$ cat config.mk
export PLATFORM = sky130hd
export DESIGN_NAME = instr_issue_unit
export DESIGN_NICKNAME = d
export VERILOG_FILES = /design/src/rtl/instr_issue_unit.sv
export SDC_FILE = /design/constraint.sdc
export NUM_CORES = 1
export LEC_CHECK = 0
export CORE_MARGIN = 2
export CORE_UTILIZATION = 40
export DETAILED_ROUTE_END_ITERATION = 8
export SKIP_LAST_GASP = 1
export SLEW_MARGIN = 20
export SYNTH_ARGS = -nofsm -noshare
export SYNTH_HDL_FRONTEND = slang
export SYNTH_SLANG_ARGS = --single-unit
$ cat constraint.sdc
create_clock -name clk -period 7.5 [get_ports clk]
set_input_delay 1.5 -clock clk [delete_from_list [all_inputs] [get_ports clk]]
set_output_delay 1.5 -clock clk [all_outputs]
set_load 0.05 [all_outputs]
$ cat src/rtl/instr_issue_unit.sv
// Program FIFO and issue sequencer for the 3-stage ALU pipeline.
// Inserts bubbles on RAW hazards and tags write-back results with rd.
module instr_issue_unit #(
  parameter int DEPTH      = 16,
  parameter int HAZARD_GAP = 3,
  parameter int RES_LAT    = 3
) (
  input  logic        clk,
  input  logic        rst,
  input  logic        load_valid,
  input  logic [31:0] load_instr,
  output logic        load_ready,
  input  logic        start,
  output logic        busy,
  output logic        done,
  output logic [31:0] pipe_instr,
  output logic        pipe_we,
  input  logic [31:0] pipe_out,
  output logic        res_valid,
  output logic [31:0] res_data,
  output logic [4:0]  res_rd,
  output logic [15:0] issue_count,
  output logic [15:0] stall_count
);

  localparam int AW = $clog2(DEPTH);
  localparam int HW = HAZARD_GAP - 1;
  localparam int DW = $clog2(RES_LAT + 1);
  localparam logic [AW:0] CNT_FULL = (AW+1)'(DEPTH);
  localparam logic [AW:0] CNT_ONE = (AW+1)'(1);
  localparam logic [DW-1:0] DRAIN_LAST = DW'(RES_LAT - 1);

  typedef enum logic [1:0] {
    S_IDLE,
    S_RUN,
    S_DRAIN,
    S_DONE
  } state_e;

  state_e state_q, state_d;

  logic [31:0] mem_q [DEPTH];
  logic [AW-1:0] wr_ptr_q, wr_ptr_d;
  logic [AW-1:0] rd_ptr_q, rd_ptr_d;
  logic [AW:0] count_q, count_d;

  logic [HW-1:0] haz_we_q, haz_we_d;
  logic [HW-1:0][4:0] haz_rd_q, haz_rd_d;
  logic [RES_LAT-1:0] res_we_q, res_we_d;
  logic [RES_LAT-1:0][4:0] res_rd_q, res_rd_d;
  logic [31:0] res_data_q, res_data_d;

  logic [15:0] issue_cnt_q, issue_cnt_d;
  logic [15:0] stall_cnt_q, stall_cnt_d;
  logic [DW-1:0] drain_q, drain_d;

  logic [31:0] head;
  logic [4:0] rs1, rs2;
  logic full, empty, accept, clr;
  logic issue, stall, head_hazard, idle_or_done;

  assign head = mem_q[rd_ptr_q];
  assign rs1 = head[25:21];
  assign rs2 = head[15:11];
  assign full = (count_q == CNT_FULL);
  assign empty = (count_q == '0);
  assign idle_or_done = (state_q == S_IDLE) || (state_q == S_DONE);
  assign accept = load_valid && load_ready;
  assign clr = start && idle_or_done;
  assign issue = pipe_we;
  assign stall = (state_q == S_RUN) && head_hazard;

  // A reader may issue HAZARD_GAP cycles after its writer, so only
  // the previous HAZARD_GAP-1 issue slots can conflict.
  always_comb begin
    head_hazard = 1'b0;
    for (int i = 0; i < HW; i++) begin
      if (haz_we_q[i] &&
          (haz_rd_q[i] == rs1 ||
           (!head[28] && haz_rd_q[i] == rs2)))
        head_hazard = 1'b1;
    end
  end

  always_ff @(posedge clk or negedge rst) begin
    if (!rst) state_q <= S_IDLE;
    else      state_q <= state_d;
  end

  always_comb begin
    state_d = state_q;
    unique case (state_q)
      S_IDLE, S_DONE: begin
        if (start)
          state_d = (!empty || accept) ? S_RUN : S_DONE;
        else if (accept)
          state_d = S_IDLE;
      end
      S_RUN: begin
        if (issue && count_q == CNT_ONE)
          state_d = S_DRAIN;
      end
      S_DRAIN: begin
        if (drain_q == DRAIN_LAST)
          state_d = S_DONE;
      end
      default: state_d = S_IDLE;
    endcase
  end

  always_comb begin
    load_ready = 1'b0;
    busy       = 1'b0;
    done       = 1'b0;
    pipe_we    = 1'b0;
    pipe_instr = '0;
    unique case (state_q)
      S_IDLE: load_ready = !full;
      S_DONE: begin
        load_ready = !full;
        done       = 1'b1;
      end
      S_RUN: begin
        busy = 1'b1;
        if (!head_hazard) begin
          pipe_we    = 1'b1;
          pipe_instr = head;
        end
      end
      S_DRAIN: busy = 1'b1;
      default: busy = 1'b0;
    endcase
  end

  always_comb begin
    wr_ptr_d = wr_ptr_q;
    rd_ptr_d = rd_ptr_q;
    count_d  = count_q;
    if (accept) begin
      wr_ptr_d = wr_ptr_q + 1'b1;
      count_d  = count_q + 1'b1;
    end else if (issue) begin
      rd_ptr_d = rd_ptr_q + 1'b1;
      count_d  = count_q - 1'b1;
    end
  end

  always_ff @(posedge clk) begin
    if (accept) mem_q[wr_ptr_q] <= load_instr;
  end

  // pipe_out carries an issue's value in the slot just before
  // res_valid, so res_we_q[RES_LAT-2] gates the data capture.
  always_comb begin
    haz_we_d[0] = issue;
    haz_rd_d[0] = issue ? head[20:16] : 5'd0;
    for (int i = 1; i < HW; i++) begin
      haz_we_d[i] = haz_we_q[i-1];
      haz_rd_d[i] = haz_rd_q[i-1];
    end
    res_we_d[0] = issue;
    res_rd_d[0] = issue ? head[20:16] : 5'd0;
    for (int i = 1; i < RES_LAT; i++) begin
      res_we_d[i] = res_we_q[i-1];
      res_rd_d[i] = res_rd_q[i-1];
    end
    res_data_d = res_we_q[RES_LAT-2] ? pipe_out : res_data_q;
  end

  always_comb begin
    issue_cnt_d = issue_cnt_q;
    stall_cnt_d = stall_cnt_q;
    if (clr) begin
      issue_cnt_d = '0;
      stall_cnt_d = '0;
    end else begin
      if (issue && issue_cnt_q != 16'hFFFF)
        issue_cnt_d = issue_cnt_q + 16'd1;
      if (stall && stall_cnt_q != 16'hFFFF)
        stall_cnt_d = stall_cnt_q + 16'd1;
    end
    drain_d = (state_q == S_DRAIN) ? drain_q + 1'b1 : '0;
  end

  always_ff @(posedge clk or negedge rst) begin
    if (!rst) begin
      wr_ptr_q    <= '0;
      rd_ptr_q    <= '0;
      count_q     <= '0;
      haz_we_q    <= '0;
      haz_rd_q    <= '0;
      res_we_q    <= '0;
      res_rd_q    <= '0;
      res_data_q  <= '0;
      issue_cnt_q <= '0;
      stall_cnt_q <= '0;
      drain_q     <= '0;
    end else begin
      wr_ptr_q    <= wr_ptr_d;
      rd_ptr_q    <= rd_ptr_d;
      count_q     <= count_d;
      haz_we_q    <= haz_we_d;
      haz_rd_q    <= haz_rd_d;
      res_we_q    <= res_we_d;
      res_rd_q    <= res_rd_d;
      res_data_q  <= res_data_d;
      issue_cnt_q <= issue_cnt_d;
      stall_cnt_q <= stall_cnt_d;
      drain_q     <= drain_d;
    end
  end

  assign res_valid   = res_we_q[RES_LAT-1];
  assign res_rd      = res_rd_q[RES_LAT-1];
  assign res_data    = res_data_q;
  assign issue_count = issue_cnt_q;
  assign stall_count = stall_cnt_q;

endmodule

==> results.txt, run 1 <==
Final Instance Area -> 29550 µm²
Yosys reg bits -> 611
Number of flops mapped to enable cells by yosys -> 512
Worst Setup SP -> rd_ptr_q[0]$_DFFE_PN0P_
Die H -> 252.1 µm
Vias post-DR -> 12840
Final Max Tran Viols -> 0
Worst EP required -> 6.00 ns
Hold buffer count at cts -> 0
Vias per inst -> 5.521
Residual DRC -> 0
Clock transition at the registers of the reported paths -> 0.06 ns
Post-synth ARST share -> 0.1620
Routed wire length -> 56750 µm
Max-slew headroom -> 0.2991
Top-count cell post-synth -> edfxtp_1
IO Pins -> 174
Total setup buffers inserted after CTS -> 0
Hold Vio Cnt, Final -> 0
Placer Congestion -> 0.7757
Fillers -> 4993
Leakage -> 9.994 nW
Die ar. -> 63560 µm²
WHS -> 0.4214 ns
Avg Cell Area, Syn -> 19.24 µm²
Synth cell count leaders -> 512 x edfxtp_1, 132 x mux4_2, 99 x dfrtp_1, 41 x nand2_1, 37 x mux2i_1
Layout area overhead -> 19.99%
Period utilization -> 0.9128
Grt ovf -> 0
Top cell type's share of synthesized area -> 0.6244
Skew-Pair Late Insertion Delay -> 0.61 ns
Vias in the first global route -> 13080
Synth area leader -> edfxtp_1
Top area cells in the synthesized netlist -> edfxtp_1 62%, mux4_2 12%, dfrtp_1 10%
Critical Path Start Type -> flop
Crit-path max FO -> 32
Initial Utilization -> 0.4065
Largest buffer count on any clock path -> 3
Hold crit path type -> reg2reg
Initial detailed-routing violation count -> 1082
Delay-heaviest family, CP -> buffers and inverters
WP data arrival -> 5.35 ns
YS warnings -> 0
Worst setup path category -> reg2out
Largest net degree at the start of global routing -> 69
Synthesized area -> 24620 µm²
CP Capture Type -> primary output
GR Util All Layers -> 0.1809
Hold_sp -> drain_q[0]$_DFF_PN0_
Detailed placer's ending HPWL -> 32520 µm
Worst-path cell chain -> buf_4 > mux4_2 > a22oi_1 > nand3_1 > xor2_1 > a2111oi_4 > a22oi_4 > nand3_4 > a211oi_1 > clkdlybuf4s50_1
Max-Cap Viols -> 0
Layout cells sized above 1 -> 0.2224
Fin util -> 0.4877
Ys flop type -> edfxtp_1
Area occupied by multi-input gates -> 6440 µm²
CP Buf/Inv Count -> 2
Library cells used by synthesis -> 70
Final setup fails -> 0
CTS buffer count -> 66
Clock period minus worst slack -> 6.846 ns
Initial antenna violation count -> 3
Post-layout net count -> 1573
Register area -> 17860 µm²
Cell Rows -> 90
DR WL/cell -> 24.41 µm
Syn_nets -> 1362
Critical Path Slowest Stage Cell -> clkdlybuf4s50_1
Sequential fraction of the synthesis area -> 0.7250
Die W -> 252.1 µm
Worst vdd rail ir drop -> 0.0002127 V
Pwr/cell area -> 399.8 nW/µm²
H-tree depth -> 3
CTS tree -> done
Highest clock rate -> 146.1 MHz
Slew @ Worst Pin -> 1.051 ns
Clock Skew -> 0.02441 ns
PortBufs -> 173
Post-cts resize count -> 0
Sink Count -> 611
Core box area -> 60580 µm²
Slowest stage delay, CP -> 0.89 ns
Clock root cell -> clkbuf_16
Final ANT Viol Nets -> 0
TritonRoute pass-1 iters -> 5
Reg-to-Reg Start -> rd_ptr_q[0]$_DFFE_PN0P_
First-pass GRT wire length -> 84610 µm
Setup TNS -> 0 ns
Status -> complete, no violations
Post-placement cell area -> 27380 µm²
Post-Synthesis Cells -> 1280
RSZ-0062 raised after global routing -> no
per-stage QoR:
| step | setup slack (ns) | std cells | total power [mW] |
|---|---|---|---|
| 6_report | 0.6540 | 2325 | 11.81 |
| 3_3_place_gp | 1.213 | 2205 | 8.675 |
| 4_1_cts | 0.5043 | 2324 | 11.96 |
| 3_5_place_dp | 1.174 | 2205 | 8.722 |
| 5_1_grt | 0.3077 | 2324 | 12.34 |
| 2_1_floorplan | 2.006 | 1280 | 7.403 |
cells by family (layout without fill, tap and decap cells):
group,Yosys count,after routing,synth area share
muxes,209,209,0.1555
DFF,611,611,0.7250
other,0,1,0
buffers and inverters,90,352,0.01799
adders and majority gates,14,14,0.007114
xor gates and xnor gates,41,41,0.01458
and+or+nand+nor,195,195,0.04228
AOI/OAI and AO/OA,120,120,0.03755
placed cells by master, fill, tap and decap left out, types with 7 or more instances in the layout:
cell,n
xor2_1,20
and2_1,8
nand2_1,41
a211oi_1,9
a21oi_1,28
mux2i_1,37
clkbuf_16,68
clkdlybuf4s50_1,169
nor2_1,23
clkinv_1,7
a21o_1,8
clkinv_2,12
nor2_4,12
o221ai_1,8
and3_1,16
mux4_2,132
mux2_2,35
dfrtp_1,95
nand3_1,24
edfxtp_1,512
buf_4,41
ha_1,14
xnor2_1,21
o21ai_0,8
nor2b_1,34
inv_1,20
clkbuf_1,15
sequential cells by signal, summed over array words and instances (netlist names):
signal and count:
drain_q 2, count_q 5, issue_count 16, res_data 32, res_we_q 3, res_rd_d 10, stall_count 16, rd_ptr_q 4
mem_q 512, wr_ptr_q 4, res_rd 5, state_q 2
layer usage:
| layer | global-route usage | wire length [µm] | up-vias |
|---|---|---|---|
| li1 | - | - | 5581 |
| met1 | 0.2561 | 24670 | 6701 |
| met2 | 0.2877 | 27150 | 452 |
| met3 | 0.03553 | 3659 | 100 |
| met4 | 0.05004 | 1255 | 2 |
| met5 | 0 | 13 | - |
area by class of cell:
| type | instances | share of cell area |
|---|---|---|
| clock buffer | 89 | 0.06229 |
| multi-input combinational | 579 | 0.2180 |
| antenna | 1 | 0.00008469 |
| timing repair buffer | 211 | 0.06835 |
| sequential | 611 | 0.6045 |
| clock inverter | 30 | 0.01088 |
| inverter | 22 | 0.002795 |
| tap | 782 | 0.03311 |
power by group:
| part | switching [mW] | internal [mW] | total, mW |
|---|---|---|---|
| registers | 0.309 | 4.09 | 4.40 |
| logic | 2.46 | 1.74 | 4.20 |
| clock network | 1.30 | 1.91 | 3.21 |
final timing paths:
| check | endpoint | slack (ns) | depth (start not counted) |
|---|---|---|---|
| max | pipe_instr[11] | 0.65 | 10 |
| min | drain_q[0]$_DFF_PN0_ | 0.42 | 1 |
| max reg2reg | issue_count[7]$_DFFE_PN0P_ | 3.04 | 11 |
| min reg2reg | drain_q[0]$_DFF_PN0_ | 0.42 | 1 |
| max in group asynchronous | res_data[17]$_DFFE_PN0P_ | 5.42 | 2 |
| min in group asynchronous | stall_count[1]$_DFFE_PN0P_ | 0.89 | 1 |
(Power assumes the default switching activity.)
==> run 2: changes to the inputs <==
--- a/config.mk
+++ b/config.mk
@@ -7,6 +7,7 @@
 export LEC_CHECK = 0
 export CORE_MARGIN = 2
 export CORE_UTILIZATION = 40
+export CTS_CLUSTER_DIAMETER = 50
 export DETAILED_ROUTE_END_ITERATION = 8
 export SKIP_LAST_GASP = 1
 export SLEW_MARGIN = 20
==> run 2 against run 1 <==
Net effect:
- fmax decreased by 0.31%
- clock skew up 0.0033 ns
- clock power grew 8.7%
==> results.txt, run 2 (same netlist as run 1, synthesis figures left out) <==
Initial Utilization -> 0.4065
Worst setup path category -> reg2out
Placer Congestion -> 0.7757
CTS buffer count -> 72
Final ANT Viol Nets -> 0
Placed cell count -> 2205
Worst vdd rail ir drop -> 0.0002695 V
Fillers -> 4953
Clock root cell -> clkbuf_16
Clock period minus worst slack -> 6.868 ns
Clock transition at the registers of the reported paths -> 0.05 ns
WP data arrival -> 5.37 ns
Fin util -> 0.4915
Initial detailed-routing violation count -> 948
Final setup fails -> 0
Highest clock rate -> 145.6 MHz
Area occupied by multi-input gates -> 6440 µm²
Design Power -> 12.08 mW
Die ar. -> 63560 µm²
Max-slew headroom -> 0.3085
Residual DRC -> 0
PortBufs -> 173
Post-layout net count -> 1579
Commonest non-fill, non-tap cell in the layout -> edfxtp_1
Leakage -> 10.09 nW
Crit-path max FO -> 32
Post-placement cell area -> 27380 µm²
Vias per inst -> 5.471
Initial antenna violation count -> 2
Vias post-DR -> 12790
Pwr/cell area -> 405.8 nW/µm²
CTS tree -> done
Largest net degree at the start of global routing -> 69
Clock Skew -> 0.02775 ns
Routed wire length -> 56780 µm
Detailed placer's ending HPWL -> 32520 µm
Reg with most FFs -> mem_q
Number of flip-flops in the largest register -> 512
GR Util All Layers -> 0.1811
Post-Layout Cell Count -> 2338
Hold Vio Cnt, Final -> 0
First-pass GRT wire length -> 84970 µm
Status -> complete, no violations
Register area -> 17860 µm²
Hold buffer count at cts -> 0
H-tree depth -> 3
Setup TNS -> 0 ns
Final Max Tran Viols -> 0
CP Capture Type -> primary output
IO Pins -> 174
Sink Count -> 611
Layout area overhead -> 20.91%
Layout cells sized above 1 -> 0.2257
Grt ovf -> 0
Post-cts resize count -> 0
DR WL/cell -> 24.29 µm
RSZ-0062 raised after global routing -> no
Hold crit path type -> reg2reg
Critical Path Start Type -> flop
Period utilization -> 0.9157
Die W -> 252.1 µm
Die H -> 252.1 µm
Total setup buffers inserted after CTS -> 0
Slew @ Worst Pin -> 1.037 ns
Final Instance Area -> 29770 µm²
Largest buffer count on any clock path -> 3
TritonRoute pass-1 iters -> 7
Cell Rows -> 90
Vias in the first global route -> 13140
Core box area -> 60580 µm²
Most frequent cells in the layout -> 512 x edfxtp_1, 169 x clkdlybuf4s50_1, 132 x mux4_2
Max-Cap Viols -> 0
Worst EP required -> 6.00 ns
Skew-Pair Late Insertion Delay -> 0.62 ns
## run 2: final timing paths
| kind | cells after the start | to | from | slack [ns] |
|---|---|---|---|---|
| worst max-delay path | 10 | pipe_instr[11] | rd_ptr_q[0]$_DFFE_PN0P_ | 0.63 |
| worst min-delay path | 1 | drain_q[0]$_DFF_PN0_ | drain_q[0]$_DFF_PN0_ | 0.42 |
| worst max register to register | 11 | issue_count[7]$_DFFE_PN0P_ | rd_ptr_q[0]$_DFFE_PN0P_ | 3.02 |
| worst min register to register | 1 | drain_q[0]$_DFF_PN0_ | drain_q[0]$_DFF_PN0_ | 0.42 |
| max in group asynchronous | 2 | res_data[17]$_DFFE_PN0P_ | rst | 5.45 |
| min in group asynchronous | 1 | stall_count[0]$_DFFE_PN0P_ | rst | 0.88 |
## run 2: layout make-up
cell class	count	area share
Clock buffer	94	0.06573
Antenna cell	1	0.00008405
Timing Repair Buffer	211	0.06783
Inverter	22	0.002774
Sequential cell	611	0.5999
Clock inverter	38	0.01450
Multi-Input combinational cell	579	0.2163
Tap cell	782	0.03286
## run 2: routing by layer
metal | up-vias | share of wire | global-route usage
met1 | 6707 | 0.44 | 0.2552
met5 | - | 0.00023 | 0
met2 | 402 | 0.48 | 0.2892
met3 | 81 | 0.058 | 0.03687
li1 | 5600 | - | -
met4 | 2 | 0.021 | 0.04801
## run 2: per-stage QoR
step	hold slack [ns]	worst slack, ns
floorplan	0.3519	2.006
global placement	0.4147	1.213
detailed placement	0.4179	1.174
CTS	0.4258	0.5187
global route	0.4543	0.3416
finish	0.4198	0.6325
## run 2: critical path: stages (launching register included)
cell,delay [ns]
dfrtp_4,0.56
buf_4,0.36
mux4_2,0.54
a22oi_1,0.20
nand3_1,0.34
xor2_1,0.33
a2111oi_4,0.08
a22oi_4,0.31
nand3_4,0.53
a211oi_1,0.61
clkdlybuf4s50_1,0.89
## run 2: where the power goes
group          leakage, nW  total, mW  switching (mW)  internal, mW
registers             5.88       4.40           0.309          4.09
logic                 3.05       4.20            2.45          1.74
clock network         1.16       3.49            1.39          2.10
==> run 3: changes to the inputs <==
--- a/config.mk
+++ b/config.mk
@@ -9,6 +9,7 @@
 export CORE_UTILIZATION = 40
 export CTS_CLUSTER_DIAMETER = 50
 export DETAILED_ROUTE_END_ITERATION = 8
+export PLACE_DENSITY_LB_ADDON = 0.3
 export SKIP_LAST_GASP = 1
 export SLEW_MARGIN = 20
 export SYNTH_ARGS = -nofsm -noshare
==> constraint.sdc (replaced) <==
create_clock -name clk -period 7.5 [get_ports clk]
set_input_delay 1.875 -clock clk [delete_from_list [all_inputs] [get_ports clk]]
set_output_delay 1.875 -clock clk [all_outputs]
set_load 0.05 [all_outputs]
==> run 3 against run 2 <==
Net effect:
- register-to-register slack got worse by 0.13 ns
- critical path depth is the same
- power fell by 0.70%
- sequential power up 2%
- via count is 0.27% higher
- setup slack worse by 0.033 ns
- utilization grew 0.076 points
- flip-flop and latch count unchanged
==> results.txt, run 3 (same netlist as run 1, synthesis figures left out) <==
WHS -> 0.4206 ns
Largest buffer count on any clock path -> 3
Sink Count -> 611
Die H -> 252.1 µm
Hold_sp -> drain_q[0]$_DFF_PN0_
Crit-path max FO -> 37
Reg2reg end -> issue_count[12]$_DFFE_PN0P_
Clock Skew -> 0.03477 ns
Core box area -> 60580 µm²
Post-placement cell area -> 27650 µm²
Final setup fails -> 0
H-tree depth -> 3
Fillers -> 4939
Leakage -> 10.10 nW
Worst vdd rail ir drop -> 0.0002924 V
Skew-Pair Late Insertion Delay -> 0.62 ns
Number of flip-flops in the largest register -> 512
Commonest non-fill, non-tap cell in the layout -> edfxtp_1
Post-cts resize count -> 0
Slowest stage delay, CP -> 1.11 ns
Final Instance Area -> 29820 µm²
Hold crit path type -> reg2reg
Placer Congestion -> 0.7837
Clock transition at the registers of the reported paths -> 0.06 ns
Largest net degree at the start of global routing -> 68
Cell Rows -> 90
GR Util All Layers -> 0.1805
Vias per inst -> 5.529
CP Capture Type -> primary output
Status -> complete, no violations
Total setup buffers inserted after CTS -> 0
Slew @ Worst Pin -> 1.123 ns
Post-Layout Cell Count -> 2320
Placed cell count -> 2197
Initial detailed-routing violation count -> 1030
DR WL/cell -> 24.32 µm
PortBufs -> 173
Fin util -> 0.4922
Max-Cap Viols -> 0
Die W -> 252.1 µm
Layout area overhead -> 21.10%
TritonRoute pass-1 iters -> 5
CTS buffer count -> 69
IO Pins -> 174
Final ANT Viol Nets -> 0
Worst hold stages -> 1
Reg2reg path depth -> 11
Hold Vio Cnt, Final -> 0
Reg-to-Reg Start -> rd_ptr_q[2]$_DFFE_PN0P_
Worst reg2reg setup slack -> 2.89 ns
Highest clock rate -> 144.9 MHz
CTS tree -> done
Reg with most FFs -> mem_q
Die ar. -> 63560 µm²
Grt ovf -> 0
Initial Utilization -> 0.4065
Critical Path Slowest Stage Cell -> dfrtp_2
Pwr/cell area -> 402.3 nW/µm²
Post-layout net count -> 1568
WP data arrival -> 5.03 ns
RSZ-0062 raised after global routing -> no
Worst EP required -> 5.62 ns
Detailed placer's ending HPWL -> 32760 µm
Critical Path Start Type -> flop
Diodes inserted -> 0
First-pass GRT wire length -> 84460 µm
Hold EP -> drain_q[0]$_DFF_PN0_
Final Max Tran Viols -> 0
Period utilization -> 0.9201
Routed wire length -> 56430 µm
Residual DRC -> 0
Initial antenna violation count -> 4
Vias post-DR -> 12830
Layout cells sized above 1 -> 0.2432
Max-slew headroom -> 0.2512
Hold buffer count at cts -> 0
Vias in the first global route -> 13040
Setup TNS -> 0 ns
Clock period minus worst slack -> 6.901 ns
Worst setup path category -> reg2out
Clock root cell -> clkbuf_16
Worst-path cell chain -> buf_4 > nor2b_1 > a22oi_1 > nand3_1 > xor2_1 > a2111oi_4 > a22oi_4 > nand3_4 > a211oi_1 > buf_12
Most frequent cells in the layout -> 512 x edfxtp_1, 139 x clkdlybuf4s50_1, 132 x mux4_2
[run 3: final cells by class]
class	instances	area [µm²]	share of cell area
sequential	611	17860	0.5990
clock buffer	80	1788	0.05996
timing repair buffer	203	2285	0.07662
tap	782	978.4	0.03281
clock inverter	43	382.9	0.01284
inverter	22	82.58	0.002769
multi-input combinational	579	6441	0.2160
[run 3: power by group]
group / leakage [nW] / switching, mW / internal (mW) / total, mW
combinational: 3.17 / 2.46 / 1.88 / 4.33
sequential: 5.88 / 0.379 / 4.09 / 4.47
clock: 1.06 / 1.36 / 1.84 / 3.20
total: 10.1 / 4.19 / 7.80 / 12.0
[run 3: how the worst max path moves through the flow]
stage,to,from,depth (start not counted)
final,pipe_instr[11],rd_ptr_q[2]$_DFFE_PN0P_,10
after CTS,pipe_instr[11],rd_ptr_q[2]$_DFFE_PN0P_,10
after detailed placement,pipe_instr[11],rd_ptr_q[2]$_DFFE_PN0P_,10
after global placement,pipe_instr[12],rd_ptr_q[2]$_DFFE_PN0P_,10
after global routing,pipe_instr[11],rd_ptr_q[0]$_DFFE_PN0P_,9
after floorplan,pipe_instr[25],rd_ptr_q[0]$_DFFE_PN0P_,12
[run 3: stage by stage]
step                setup slack [ns]  total power [mW]
finish                        0.5993             12.00
global route                  0.3808             12.54
CTS                           0.5750             12.14
detailed placement             1.219             8.928
global placement               1.297             8.892
floorplan                      1.847             7.403
[run 3: routing by layer]
metal / track usage / vias to the layer above / part of all wire
met5: 0 / - / 0.00085
met1: 0.2553 / 6718 / 0.43
li1: - / 5582 / -
met2: 0.2865 / 430 / 0.48
met3: 0.03893 / 89 / 0.066
met4: 0.04582 / 8 / 0.019
[run 3: worst max-delay path: cells and delay by family, from the launching register on]
family	cells	cell delay (ns)
compound gates	4	1.31
xor+xnor	1	0.26
buf+inv	2	0.62
flops	1	1.11
simple gates	3	1.08
